===== config.mk =====
export PLATFORM = sky130hd
export DESIGN_NAME = seg_scan_display_flat
export DESIGN_NICKNAME = d
export VERILOG_FILES = /design/src/rtl/seg_pkg.sv /design/src/rtl/seg_scan_display_if.sv /design/src/rtl/seg_hex_decode.sv /design/src/rtl/seg_scan_display.sv /design/src/flat_wrapper.sv
export SDC_FILE = /design/constraint.sdc
export NUM_CORES = 1
export LEC_CHECK = 0
export ABC_AREA = 1
export ABC_CLOCK_PERIOD_IN_PS = 4900
export BUFFER_PORTS_ARGS = -buffer_cell sky130_fd_sc_hd__buf_4
export CELL_PAD_IN_SITES_DETAIL_PLACEMENT = 1
export CELL_PAD_IN_SITES_GLOBAL_PLACEMENT = 2
export CORE_ASPECT_RATIO = 0.5
export CORE_MARGIN = 3
export CORE_UTILIZATION = 37
export CTS_BUF_LIST = sky130_fd_sc_hd__clkbuf_8
export CTS_CLUSTER_DIAMETER = 30
export DETAILED_ROUTE_END_ITERATION = 12
export PLACE_DENSITY = 0.91
export SETUP_SLACK_MARGIN = 0.4
export SLEW_MARGIN = 20
export SYNTH_ARGS = -nofsm -noshare
export SYNTH_HDL_FRONTEND = slang
export SYNTH_SLANG_ARGS = --single-unit

===== constraint.sdc =====
create_clock -name clk -period 4.9 [get_ports clk]
set_input_delay 0.245 -clock clk [delete_from_list [all_inputs] [get_ports clk]]
set_output_delay 0.245 -clock clk [all_outputs]
set_load 0.02 [all_outputs]

===== src/rtl/seg_pkg.sv =====
// Shared 7-segment definitions: segment bit order, blank pattern, hex glyph table.
// Segments are active-low and packed as {g,f,e,d,c,b,a}.
package seg_pkg;

  localparam int SEG_A = 0;
  localparam int SEG_B = 1;
  localparam int SEG_C = 2;
  localparam int SEG_D = 3;
  localparam int SEG_E = 4;
  localparam int SEG_F = 5;
  localparam int SEG_G = 6;

  localparam logic [6:0] SEG_BLANK = 7'h7F;

  // Entry h occupies bits [7h+6:7h]; listed from F down to 0.
  localparam logic [16*7-1:0] SEG_HEX_TABLE = {
    7'h0E, 7'h06, 7'h21, 7'h46, 7'h03, 7'h08, 7'h10, 7'h00,
    7'h78, 7'h02, 7'h12, 7'h19, 7'h30, 7'h24, 7'h79, 7'h40
  };

  typedef enum logic {
    BLINK_VISIBLE = 1'b0,
    BLINK_HIDDEN  = 1'b1
  } blink_phase_t;

  function automatic logic [6:0] hex_to_seg(input logic [3:0] hex);
    return SEG_HEX_TABLE[{3'b000, hex} * 7 +: 7];
  endfunction

endpackage


===== src/rtl/seg_scan_display_if.sv =====
// Load/display bundle between value producers and the scanned 7-segment driver.
// master = producer of values and consumer of pins; slave = the scanner itself.
interface seg_scan_display_if #(
  parameter int N_DIGITS = 4
);
  logic [4*N_DIGITS-1:0] digits_in;
  logic [N_DIGITS-1:0]   blank_in;
  logic [N_DIGITS-1:0]   dp_in;
  logic [N_DIGITS-1:0]   blink_in;
  logic                  load;
  logic                  pending;
  logic                  frame_done;
  logic [6:0]            leds;
  logic                  dp;
  logic [N_DIGITS-1:0]   Anode;

  modport master (
    output digits_in, blank_in, dp_in, blink_in, load,
    input  pending, frame_done, leds, dp, Anode
  );

  modport slave (
    input  digits_in, blank_in, dp_in, blink_in, load,
    output pending, frame_done, leds, dp, Anode
  );
endinterface


===== src/rtl/seg_hex_decode.sv =====
// Combinational 4-bit hex to active-low 7-segment decoder.
module seg_hex_decode
  import seg_pkg::*;
(
  input  logic [3:0] hex,
  output logic [6:0] seg
);
  assign seg = hex_to_seg(hex);
endmodule


===== src/rtl/seg_scan_display.sv =====
// Time-multiplexed N-digit common-anode driver with guard interval, blink and
// double-buffered loads that only commit at frame boundaries.
module seg_scan_display
  import seg_pkg::*;
#(
  parameter int N_DIGITS     = 4,
  parameter int REFRESH_DIV  = 100000,
  parameter int GUARD_CYCLES = 1,
  parameter int BLINK_FRAMES = 250
) (
  input  logic                clk,
  input  logic                rst,
  seg_scan_display_if.slave   bus
);
  localparam int CW = $clog2(REFRESH_DIV);
  localparam int IW = $clog2(N_DIGITS);
  localparam int BW = $clog2(BLINK_FRAMES + 1);

  typedef struct packed {
    logic [4*N_DIGITS-1:0] digits;
    logic [N_DIGITS-1:0]   blank;
    logic [N_DIGITS-1:0]   dp;
    logic [N_DIGITS-1:0]   blink;
  } disp_t;

  localparam disp_t DISP_RESET = '{digits: '0, blank: '1, dp: '0, blink: '0};

  logic [CW-1:0]       c_reg;
  logic [IW-1:0]       idx_reg;
  logic [BW-1:0]       blink_cnt_reg;
  blink_phase_t        phase_reg;
  disp_t               active_reg;
  disp_t               staged_reg;
  logic                pending_reg;
  logic                frame_done_reg;
  logic [N_DIGITS-1:0] anode_reg;
  logic [6:0]          leds_reg;
  logic                dp_reg;

  disp_t               load_value;
  logic                slot_end;
  logic                frame_end;
  logic [3:0]          cur_hex;
  logic                cur_blank;
  logic                cur_dp;
  logic                cur_blink;
  logic                lit;
  logic [6:0]          cur_seg;
  logic [N_DIGITS-1:0] anode_next;

  assign load_value = '{digits: bus.digits_in, blank: bus.blank_in,
                        dp: bus.dp_in, blink: bus.blink_in};
  assign slot_end   = (c_reg == CW'(REFRESH_DIV - 1));
  assign frame_end  = slot_end && (idx_reg == IW'(N_DIGITS - 1));

  always_ff @(posedge clk) begin
    if (rst) begin
      c_reg          <= '0;
      idx_reg        <= '0;
      blink_cnt_reg  <= '0;
      phase_reg      <= BLINK_VISIBLE;
      active_reg     <= DISP_RESET;
      staged_reg     <= DISP_RESET;
      pending_reg    <= 1'b0;
      frame_done_reg <= 1'b0;
    end else begin
      frame_done_reg <= frame_end;
      if (slot_end) begin
        c_reg   <= '0;
        idx_reg <= (idx_reg == IW'(N_DIGITS - 1)) ? '0 : idx_reg + 1'b1;
      end else begin
        c_reg <= c_reg + 1'b1;
      end

      if (frame_end) begin
        if (blink_cnt_reg == BW'(BLINK_FRAMES - 1)) begin
          blink_cnt_reg <= '0;
          phase_reg     <= (phase_reg == BLINK_VISIBLE) ? BLINK_HIDDEN : BLINK_VISIBLE;
        end else begin
          blink_cnt_reg <= blink_cnt_reg + 1'b1;
        end
      end

      // A load landing on the boundary bypasses the staging buffer entirely.
      if (bus.load && frame_end) begin
        active_reg  <= load_value;
        pending_reg <= 1'b0;
      end else if (bus.load) begin
        staged_reg  <= load_value;
        pending_reg <= 1'b1;
      end else if (frame_end && pending_reg) begin
        active_reg  <= staged_reg;
        pending_reg <= 1'b0;
      end
    end
  end

  always_comb begin
    cur_hex   = '0;
    cur_blank = 1'b1;
    cur_dp    = 1'b0;
    cur_blink = 1'b0;
    for (int i = 0; i < N_DIGITS; i++) begin
      if (idx_reg == IW'(i)) begin
        cur_hex   = active_reg.digits[4*i +: 4];
        cur_blank = active_reg.blank[i];
        cur_dp    = active_reg.dp[i];
        cur_blink = active_reg.blink[i];
      end
    end
  end

  assign lit = (c_reg >= CW'(GUARD_CYCLES)) && !cur_blank &&
               !(cur_blink && (phase_reg == BLINK_HIDDEN));

  seg_hex_decode u_hex_decode (
    .hex (cur_hex),
    .seg (cur_seg)
  );

  for (genvar gi = 0; gi < N_DIGITS; gi++) begin : g_anode
    assign anode_next[gi] = !(lit && (idx_reg == IW'(gi)));
  end

  always_ff @(posedge clk) begin
    if (rst) begin
      anode_reg <= '1;
      leds_reg  <= SEG_BLANK;
      dp_reg    <= 1'b1;
    end else begin
      anode_reg <= anode_next;
      leds_reg  <= lit ? cur_seg : SEG_BLANK;
      dp_reg    <= lit ? ~cur_dp : 1'b1;
    end
  end

  assign bus.Anode      = anode_reg;
  assign bus.leds       = leds_reg;
  assign bus.dp         = dp_reg;
  assign bus.pending    = pending_reg;
  assign bus.frame_done = frame_done_reg;

endmodule


===== src/flat_wrapper.sv =====
// flat-port wrapper written by rule: the top's interface ports become plain ports
module seg_scan_display_flat import seg_pkg::*;
#(
  parameter int N_DIGITS     = 4,
  parameter int REFRESH_DIV  = 100000,
  parameter int GUARD_CYCLES = 1,
  parameter int BLINK_FRAMES = 250
)
  (clk, rst, bus_digits_in, bus_blank_in, bus_dp_in, bus_blink_in, bus_load, bus_pending, bus_frame_done, bus_leds, bus_dp, bus_Anode);
  seg_scan_display_if #(.N_DIGITS(N_DIGITS)) bus_i ();
  input  logic clk;
  input  logic rst;
  input wire logic [$bits(bus_i.digits_in)-1:0] bus_digits_in;
  input wire logic [$bits(bus_i.blank_in)-1:0] bus_blank_in;
  input wire logic [$bits(bus_i.dp_in)-1:0] bus_dp_in;
  input wire logic [$bits(bus_i.blink_in)-1:0] bus_blink_in;
  input wire logic [$bits(bus_i.load)-1:0] bus_load;
  output wire logic [$bits(bus_i.pending)-1:0] bus_pending;
  output wire logic [$bits(bus_i.frame_done)-1:0] bus_frame_done;
  output wire logic [$bits(bus_i.leds)-1:0] bus_leds;
  output wire logic [$bits(bus_i.dp)-1:0] bus_dp;
  output wire logic [$bits(bus_i.Anode)-1:0] bus_Anode;
  assign bus_i.digits_in = bus_digits_in;
  assign bus_i.blank_in = bus_blank_in;
  assign bus_i.dp_in = bus_dp_in;
  assign bus_i.blink_in = bus_blink_in;
  assign bus_i.load = bus_load;
  assign bus_pending = bus_i.pending;
  assign bus_frame_done = bus_i.frame_done;
  assign bus_leds = bus_i.leds;
  assign bus_dp = bus_i.dp;
  assign bus_Anode = bus_i.Anode;
  seg_scan_display #(.N_DIGITS(N_DIGITS), .REFRESH_DIV(REFRESH_DIV), .GUARD_CYCLES(GUARD_CYCLES), .BLINK_FRAMES(BLINK_FRAMES)) u_core (.clk(clk), .rst(rst), .bus(bus_i));
endmodule

==> impl_results.md, run 1 <==
* # clock sinks at 98
* Class of the tightest hold or removal check: input pin to register
* Area used by multi-input combinational logic at 2369 um^2
* Standard-cell row count at 28
* Number of maximum-capacitance constraint violations at 0
* Ant diodes at 0
* Number of hold violations in the final report at 0
* Placed wire-length estimate after detailed placement at 9063 um
* Crit end category: register
* TritonCTS buffer count at 9
* Clock tree from TritonCTS: yes
* Count of nets left with antenna violations after detail routing at 0
* Final Setup Violations at 0
* Initial core utilization at 0.3948
* CTS H-tree lvls at 3
* Total power density per cell area at 273.8 nW/um^2
* Arrival time at the worst endpoint at 3120 ps
* Slowest CP cell: ha_1
* I/O Buffers at 44
* Warning count from the yosys run at 0
* Via total after detailed routing at 4451
* Die Ht at 87.00 um
* Overall fraction of global-route tracks in use at 0.1803
* Portion of total power attributed to sequential cells at 0.553
* Max Clock Skew at 11.61 ps
* Area of the core region at 12300 um^2
* Sequential cell area in the final layout at 1962 um^2
* Overall die area at 14610 um^2
* Total net switching power at 0.3825 mW
* Critical path cell sequence: ha_1 > inv_1 > o21ai_0 > inv_1 > ha_1 > nand2_1 > o21ai_0 > nand2_1 > nand3_1
* Critical path class: register to register
* Area of all placed cells without fillers at 5434 um^2
* Actual transition at the worst max-transition pin at 847.6 ps
* Total leakage power at 2.588 nW
* Filler cell count in the final layout at 1607
* Final weighted congestion of routability-driven global placement at 0.8199
* Worst path max stage delay at 730 ps
* Period utilization at 0.5892
* Dpl cell area at 5229 um^2
* Unrepaired setup endpoints after global routing: no
* Worst endpoint required time at 5130 ps
* Number of resized instances in the post-cts repair step at 0
* Total setup buffers inserted after CTS at 0
* Buffering stage count on the worst path with inverters included at 2
* Drt first-iter violations at 181
* Top-level port count at 45
* Via/cell ratio at 4.929
* Number of standard cells after synthesis at 703
* Startpoint class of the critical path: register
* Cell accounting for the most synthesized area: dfxtp_1
* Remaining global-route overflow at 0
* Number of max-slew violations in the final report at 0
* Source-to-sink clock delay at the later pin of the worst-skew pair at 380 ps
* Post-synthesis instance area at 4855 um^2
* Post-cts hold buffer count at 0
* Post-route worst hold slack at 68.21 ps
* Worst slew slack as a fraction of its limit at 0.4349
* Max Clk Rate at 0.3464 GHz
* Fraction of final layout cells sized beyond drive strength 1 at 0.1382
* Layout area overhead at 11.93%
* Global-route wire length before repair at 21350 um
* Number of antenna violations at the first check in global routing at 0
* Part of the total power dissipated in combinational logic at 0.068
* Clock period minus final worst setup slack at 2887 ps
* Fraction of post-synthesis cell area in the top cell type by area at 0.4041
* Number of detailed-routing iterations run before antenna repair at 4
* Number of buffers on the longest clock path at 2
* Worst-path clk slew at 110 ps
* Proportion of synthesized chip area in sequential cells at 0.4041
* Maximum number of pins on one net before global-route repair at 50
* Clock Root Buffer: clkbuf_8
* Remaining DRCs at 0
* FF+latch count, synth at 98
* Cell family contributing the most delay on the critical path: adder cells
* Placed instance count at 887
* Outcome: complete, no violations
* Total Nets Final at 778
* Post-Route Setup TNS at 0 ps
* Sum of routed wire length over all layers at 12700 um
* Via count of the first global-routing pass at 4295
* Horiz. Die Dim at 168.0 um
* Ranking of synthesized cells by area: dfxtp_1 40%, nand2_1 15%, a21oi_1 7.6%
* VDD IR max at 0.1194 mV
* Net Count, Synth at 748
* Final standard cell count with taps included and fillers excluded at 903
* Total power at 1.488 mW
* Clock share of power at 0.379
* WL per Instance at 14.07 um
* Internal at 1.105 mW
* Largest fanout of any net on the critical path at 18
* Mean cell area of the mapped netlist at 6.906 um^2
* Library cells used by synthesis at 34
* Switching power as a share of total power at 0.2571
[worst register-to-register path: cells and delay by family (launching register included)]
family,cells,cell delay [ps]
adders and majority gates,2,990
AOI/OAI and AO/OA,2,730
DFF,1,390
buffers and inverters,2,360
and+or+nand+nor,3,280
[cell usage after synthesis (all sizes together)]
cell type    n
or2         26
o211ai       3
o22ai        3
a21oi       74
a21boi       1
nand3b       1
nand4        5
clkbuf       9
a211oi       1
nand2      199
buf         17
clkinv       1
ha          14
nor3b        1
nand3       39
nor2        64
a22oi        2
inv         93
o21ai       40
dfxtp       98
xor2         7
nor3         5
[cells in the final DEF (no fill, tap or decap), types with 2 or more instances in the layout]
cell / Yosys / final
clkinv_2: 1 / 2
nand2_1: 195 / 195
inv_1: 88 / 88
inv_6: 0 / 4
xor2_1: 7 / 7
buf_4: 3 / 45
o21ai_0: 35 / 35
clkbuf_8: 0 / 9
nand3_1: 37 / 37
nand2_2: 3 / 3
o22ai_1: 3 / 3
nand4_1: 5 / 5
o21ai_1: 5 / 5
nor3_1: 5 / 5
nor2_1: 62 / 62
inv_2: 5 / 5
ha_1: 14 / 14
o211ai_1: 3 / 3
a21oi_1: 74 / 74
or2_2: 25 / 25
dfxtp_1: 98 / 98
[metal layers]
layer | wire [um] | global-route usage | vias up
met5 | 0 | 0 | -
met4 | 92 | 0.03786 | 0
met3 | 487 | 0.04125 | 7
met2 | 5553 | 0.2901 | 62
met1 | 6569 | 0.2501 | 2120
li1 | - | - | 2262
[worst paths after layout]
kind              cells past startpoint                   from                    end  slack (ps)
hold reg to reg                       2  u_core.staged_reg[19]  u_core.staged_reg[19]         460
setup / recovery                      9      u_core.idx_reg[0]     u_core.bus.leds[5]        2010
setup reg to reg                      9      u_core.idx_reg[0]     u_core.bus.leds[5]        2010
hold / removal                        3        bus_blank_in[0]   u_core.staged_reg[8]          70
[logic make-up after synthesis]
group | synth area share
compound gates | 0.1332
flops | 0.4041
buf+inv | 0.1080
xor+xnor | 0.01263
fa+ha+maj | 0.03608
simple gates | 0.3059
[final cells by class]
cell class / instances / area share
Clock buffer: 9 / 0.02280
Clock inverter: 7 / 0.01497
Tap cell: 165 / 0.03799
Multi-Input combinational cell: 485 / 0.4359
Sequential cell: 98 / 0.3610
Inverter: 94 / 0.06516
Timing Repair Buffer: 45 / 0.06217
[power by group through the flow]
stage / Combinational [mW] / Clock, mW / Sequential (mW)
finish: 0.102 / 0.564 / 0.822
global route: 0.118 / 0.613 / 0.825
CTS: 0.104 / 0.581 / 0.823
detailed placement: 0.104 / 0 / 0.841
global placement: 0.100 / 0 / 0.840
floorplan: 0.0655 / 0 / 0.839
[through the flow]
| step | setup WS, ps | util |
|---|---|---|
| 2_1_floorplan | 2733 | - |
| 3_3_place_gp | 2248 | 0.4252 |
| 3_5_place_dp | 2040 | 0.4252 |
| 4_1_cts | 2019 | 0.4419 |
| 5_1_grt | 1752 | 0.4419 |
| 6_report | 2013 | 0.4419 |
(Power assumes the default switching activity.)
==> run 2: changes to the inputs <==
- ABC_AREA: 1 -> 0
- ABC_CLOCK_PERIOD_IN_PS: 4900 -> 2800
- CORE_UTILIZATION: 37 -> 36
- PLACE_DENSITY: 0.91 -> 0.86
- clock period: 4.9 -> 2.8 ns (I/O delays scaled with it)
==> impl_results.md, run 2 <==
* Startpoint class of the critical path: register (unchanged)
* Worst endpoint required time at 3110 ps (was 5130 ps)
* Register-to-register path setup slack at 500 ps (was 2010 ps)
* I/O Buffers at 44 (unchanged)
* Unrepaired setup endpoints after global routing: yes (was no)
* Worst path max stage delay at 600 ps (was 730 ps)
* Period utilization at 0.8216 (was 0.5892)
* Clock Root Buffer: clkbuf_8 (unchanged)
* Start point of the critical path: u_core.c_reg[14] (was u_core.idx_reg[0])
* Sum of routed wire length over all layers at 12860 um (was 12700 um)
* Overall fraction of global-route tracks in use at 0.1828 (was 0.1803)
* Post-synth EDFFs at 0 (unchanged)
* Worst R2R Start: u_core.c_reg[14] (was u_core.idx_reg[0])
* Die Ht at 86.35 um (was 87.00 um)
* Global-route wire length before repair at 21340 um (was 21350 um)
* Slowest CP cell: or4_4 (was ha_1)
* Final weighted congestion of routability-driven global placement at 0.7656 (was 0.8199)
* Maximum number of pins on one net before global-route repair at 73 (was 50)
* Initial core utilization at 0.3813 (was 0.3948)
* Top-level port count at 45 (unchanged)
* Warning count from the yosys run at 0 (unchanged)
* Worst slew slack as a fraction of its limit at 0.4943 (was 0.4349)
* Outcome: complete, no violations (unchanged)
* Source-to-sink clock delay at the later pin of the worst-skew pair at 390 ps (was 380 ps)
* Drt first-iter violations at 235 (was 181)
* Remaining DRCs at 0 (unchanged)
* Most frequent cell after synthesis: nand2_1 (unchanged)
* Total power density per cell area at 485.9 nW/um^2 (was 273.8 nW/um^2)
* Clock tree from TritonCTS: yes (unchanged)
* Number of maximum-capacitance constraint violations at 0 (unchanged)
* Post-synthesis instance area at 4648 um^2 (was 4855 um^2)
* Overall die area at 14390 um^2 (was 14610 um^2)
* Post-synthesis async set-or-reset flop share at 0 (unchanged)
* Setup slack after layout at 499.4 ps (was 2013 ps)
* Total Nets Final at 683 (was 778)
* Most frequent cells after synthesis: 142 x nand2_1, 98 x dfxtp_1, 66 x a21oi_1 (was 195 x nand2_1, 98 x dfxtp_1, 88 x inv_1)
* Final standard cell count with taps included and fillers excluded at 808 (was 903)
* Class of the tightest hold or removal check: input pin to register (unchanged)
* Max Clock Skew at 16.76 ps (was 11.61 ps)
* TritonCTS buffer count at 9 (unchanged)
* Number of standard cells after synthesis at 595 (was 703)
* Actual transition at the worst max-transition pin at 758.6 ps (was 847.6 ps)
* Horiz. Die Dim at 166.7 um (was 168.0 um)
* Reg-to-reg endpoint: u_core.blink_cnt_reg[7] (was u_core.bus.leds[5])
* Mean cell area of the mapped netlist at 7.812 um^2 (was 6.906 um^2)
* Number of max-slew violations in the final report at 0 (unchanged)
* Critical path cell sequence: or4_4 > nor2_4 > nand4_1 > buf_12 > or4_1 > a21oi_1 (was ha_1 > inv_1 > o21ai_0 > inv_1 > ha_1 > nand2_1 > o21ai_0 > nand2_1 > nand3_1)
* Clock period minus final worst setup slack at 2301 ps (was 2887 ps)
* Via total after detailed routing at 4234 (was 4451)
* Placed wire-length estimate after detailed placement at 8548 um (was 9063 um)
* Proportion of synthesized chip area in sequential cells at 0.4221 (was 0.4041)
* # clock sinks at 98 (unchanged)
* Most frequent cells in the layout: 142 x nand2_1, 94 x dfxtp_1, 66 x a21oi_1 (was 195 x nand2_1, 98 x dfxtp_1, 88 x inv_1)
* Ranking of synthesized cells by area: dfxtp_1 42%, nand2_1 11%, a21oi_1 7.1% (was dfxtp_1 40%, nand2_1 15%, a21oi_1 7.6%)
* Commonest non-fill, non-tap cell in the layout: nand2_1 (unchanged)
* Max Clk Rate at 0.4347 GHz (was 0.3464 GHz)
* Count of nets left with antenna violations after detail routing at 0 (unchanged)
* Via/cell ratio at 5.240 (was 4.929)
* Post-place setup slack at 177.1 ps (was 2040 ps)
* Ant diodes at 0 (unchanged)
* Number of detailed-routing iterations run before antenna repair at 4 (unchanged)
* Remaining global-route overflow at 0 (unchanged)
* Net Count, Synth at 640 (was 748)
* Standard-cell row count at 28 (unchanged)
* WL per Instance at 15.92 um (was 14.07 um)
* Total leakage power at 1.993 nW (was 2.588 nW)
* Worst R2R Path Depth at 6 (was 9)
* Critical path capture point: u_core.blink_cnt_reg[7] (was u_core.bus.leds[5])
* Via count of the first global-routing pass at 4142 (was 4295)
* Final Setup Violations at 0 (unchanged)
* Library cells used by synthesis at 55 (was 34)
* Worst-path clk slew at 110 ps (about the same)
* Cell accounting for the most synthesized area: dfxtp_1 (unchanged)
* Number of buffers on the longest clock path at 2 (unchanged)
* Layout area overhead at 19.49% (was 11.93%)
* Area of the core region at 12190 um^2 (was 12300 um^2)
* Number of antenna violations at the first check in global routing at 0 (unchanged)
* VDD IR max at 0.2305 mV (was 0.1194 mV)
* Post-Route Setup TNS at 0 ps (unchanged)
* Critical path class: register to register (unchanged)
* Fraction of final layout cells sized beyond drive strength 1 at 0.1664 (was 0.1382)
* Placed instance count at 776 (was 887)
* Largest fanout of any net on the critical path at 48 (was 18)
* Fraction of post-synthesis cell area in the top cell type by area at 0.4221 (was 0.4041)
* Ys flop type: dfxtp_1 (unchanged)
* Number of hold violations in the final report at 0 (unchanged)
* Arrival time at the worst endpoint at 2610 ps (was 3120 ps)
* FF+latch count, synth at 98 (unchanged)
* CTS H-tree lvls at 3 (unchanged)
* Crit end category: register (unchanged)
run 2: changes by cell type in the layout (fill, tap and decap cells not counted), moves of 10 or more:
cell,change
or2_2,-24
nor2_1,-33
nand2_1,-53
and3_1,+10
inv_1,-76
or3_1,+12
buf_4,+16
run 2: metrics by stage:
step | total power [mW] | cell area [um^2] | hold WS, ps | utilization
floorplan | 1.575 | 4648 | 287.5 | -
global placement | 1.643 | 5134 | 412.5 | 0.4211
detailed placement | 1.648 | 5134 | 419.0 | 0.4211
CTS | 2.734 | 5474 | 1.156 | 0.4490
global route | 2.813 | 5554 | 5.092 | 0.4556
finish | 2.699 | 5554 | 13.78 | 0.4556
run 2: final cells by class:
type                            count  area, um^2
Clock buffer                        9       123.9
Clock inverter                      7       105.1
Fill cell                        1480        6638
Inverter                           14       52.55
Multi-Input combinational cell    443        2506
Sequential cell                    98        1969
Tap cell                          165       206.4
Timing Repair Buffer               72       590.6
run 2: what timing repair did:
| item | in CTS | in global routing |
|---|---|---|
| hold endpoints to repair | 7 | 0 |
| pin swaps | 1 | 1 |
| resized for setup | 5 | 14 |
| setup buffers | 2 | 7 |
| hold buffers | 7 | 0 |
| setup endpoints to repair | 6 | 45 |
run 2: worst min path at each step:
stage | start | end | slack [ps] | cells past startpoint
CTS | bus_digits_in[8] | u_core.staged_reg[20] | 1 | 3
floorplan | bus_blink_in[0] | u_core.staged_reg[0] | 290 | 2
detailed placement | bus_digits_in[9] | u_core.staged_reg[21] | 420 | 3
finish | bus_digits_in[8] | u_core.staged_reg[20] | 10 | 3
global route | bus_digits_in[10] | u_core.staged_reg[22] | 5 | 3
global placement | bus_digits_in[9] | u_core.staged_reg[21] | 410 | 3
run 2: layer usage:
layer	vias to the layer above	track usage	wire [um]
met1	2048	0.2637	6793
met4	0	0.04341	123
met5	-	0	0
li1	2127	-	-
met3	11	0.03690	372
met2	48	0.2837	5571
run 2: worst max-delay path: cells and delay by family, from the launching register on:
family | cells | cell delay [ps]
buf+inv | 1 | 230
flops | 1 | 370
simple gates | 4 | 1460
compound gates | 1 | 150
run 2: cell families (layout without fill, tap and decap cells):
group,after synthesis,in the layout,share of synthesized area
simple gates,277,277,0.2805
compound gates,129,129,0.1647
flops,98,98,0.4221
buf+inv,54,102,0.04899
xor+xnor,15,15,0.02826
fa+ha+maj,14,14,0.03769
mux,8,8,0.01777
run 2: power by group:
part           total [mW]  internal (mW)  switching, mW
Clock                1.08          0.519          0.558
Sequential           1.44           1.42         0.0170
Combinational       0.184         0.0780          0.107
Total                2.70           2.02          0.681
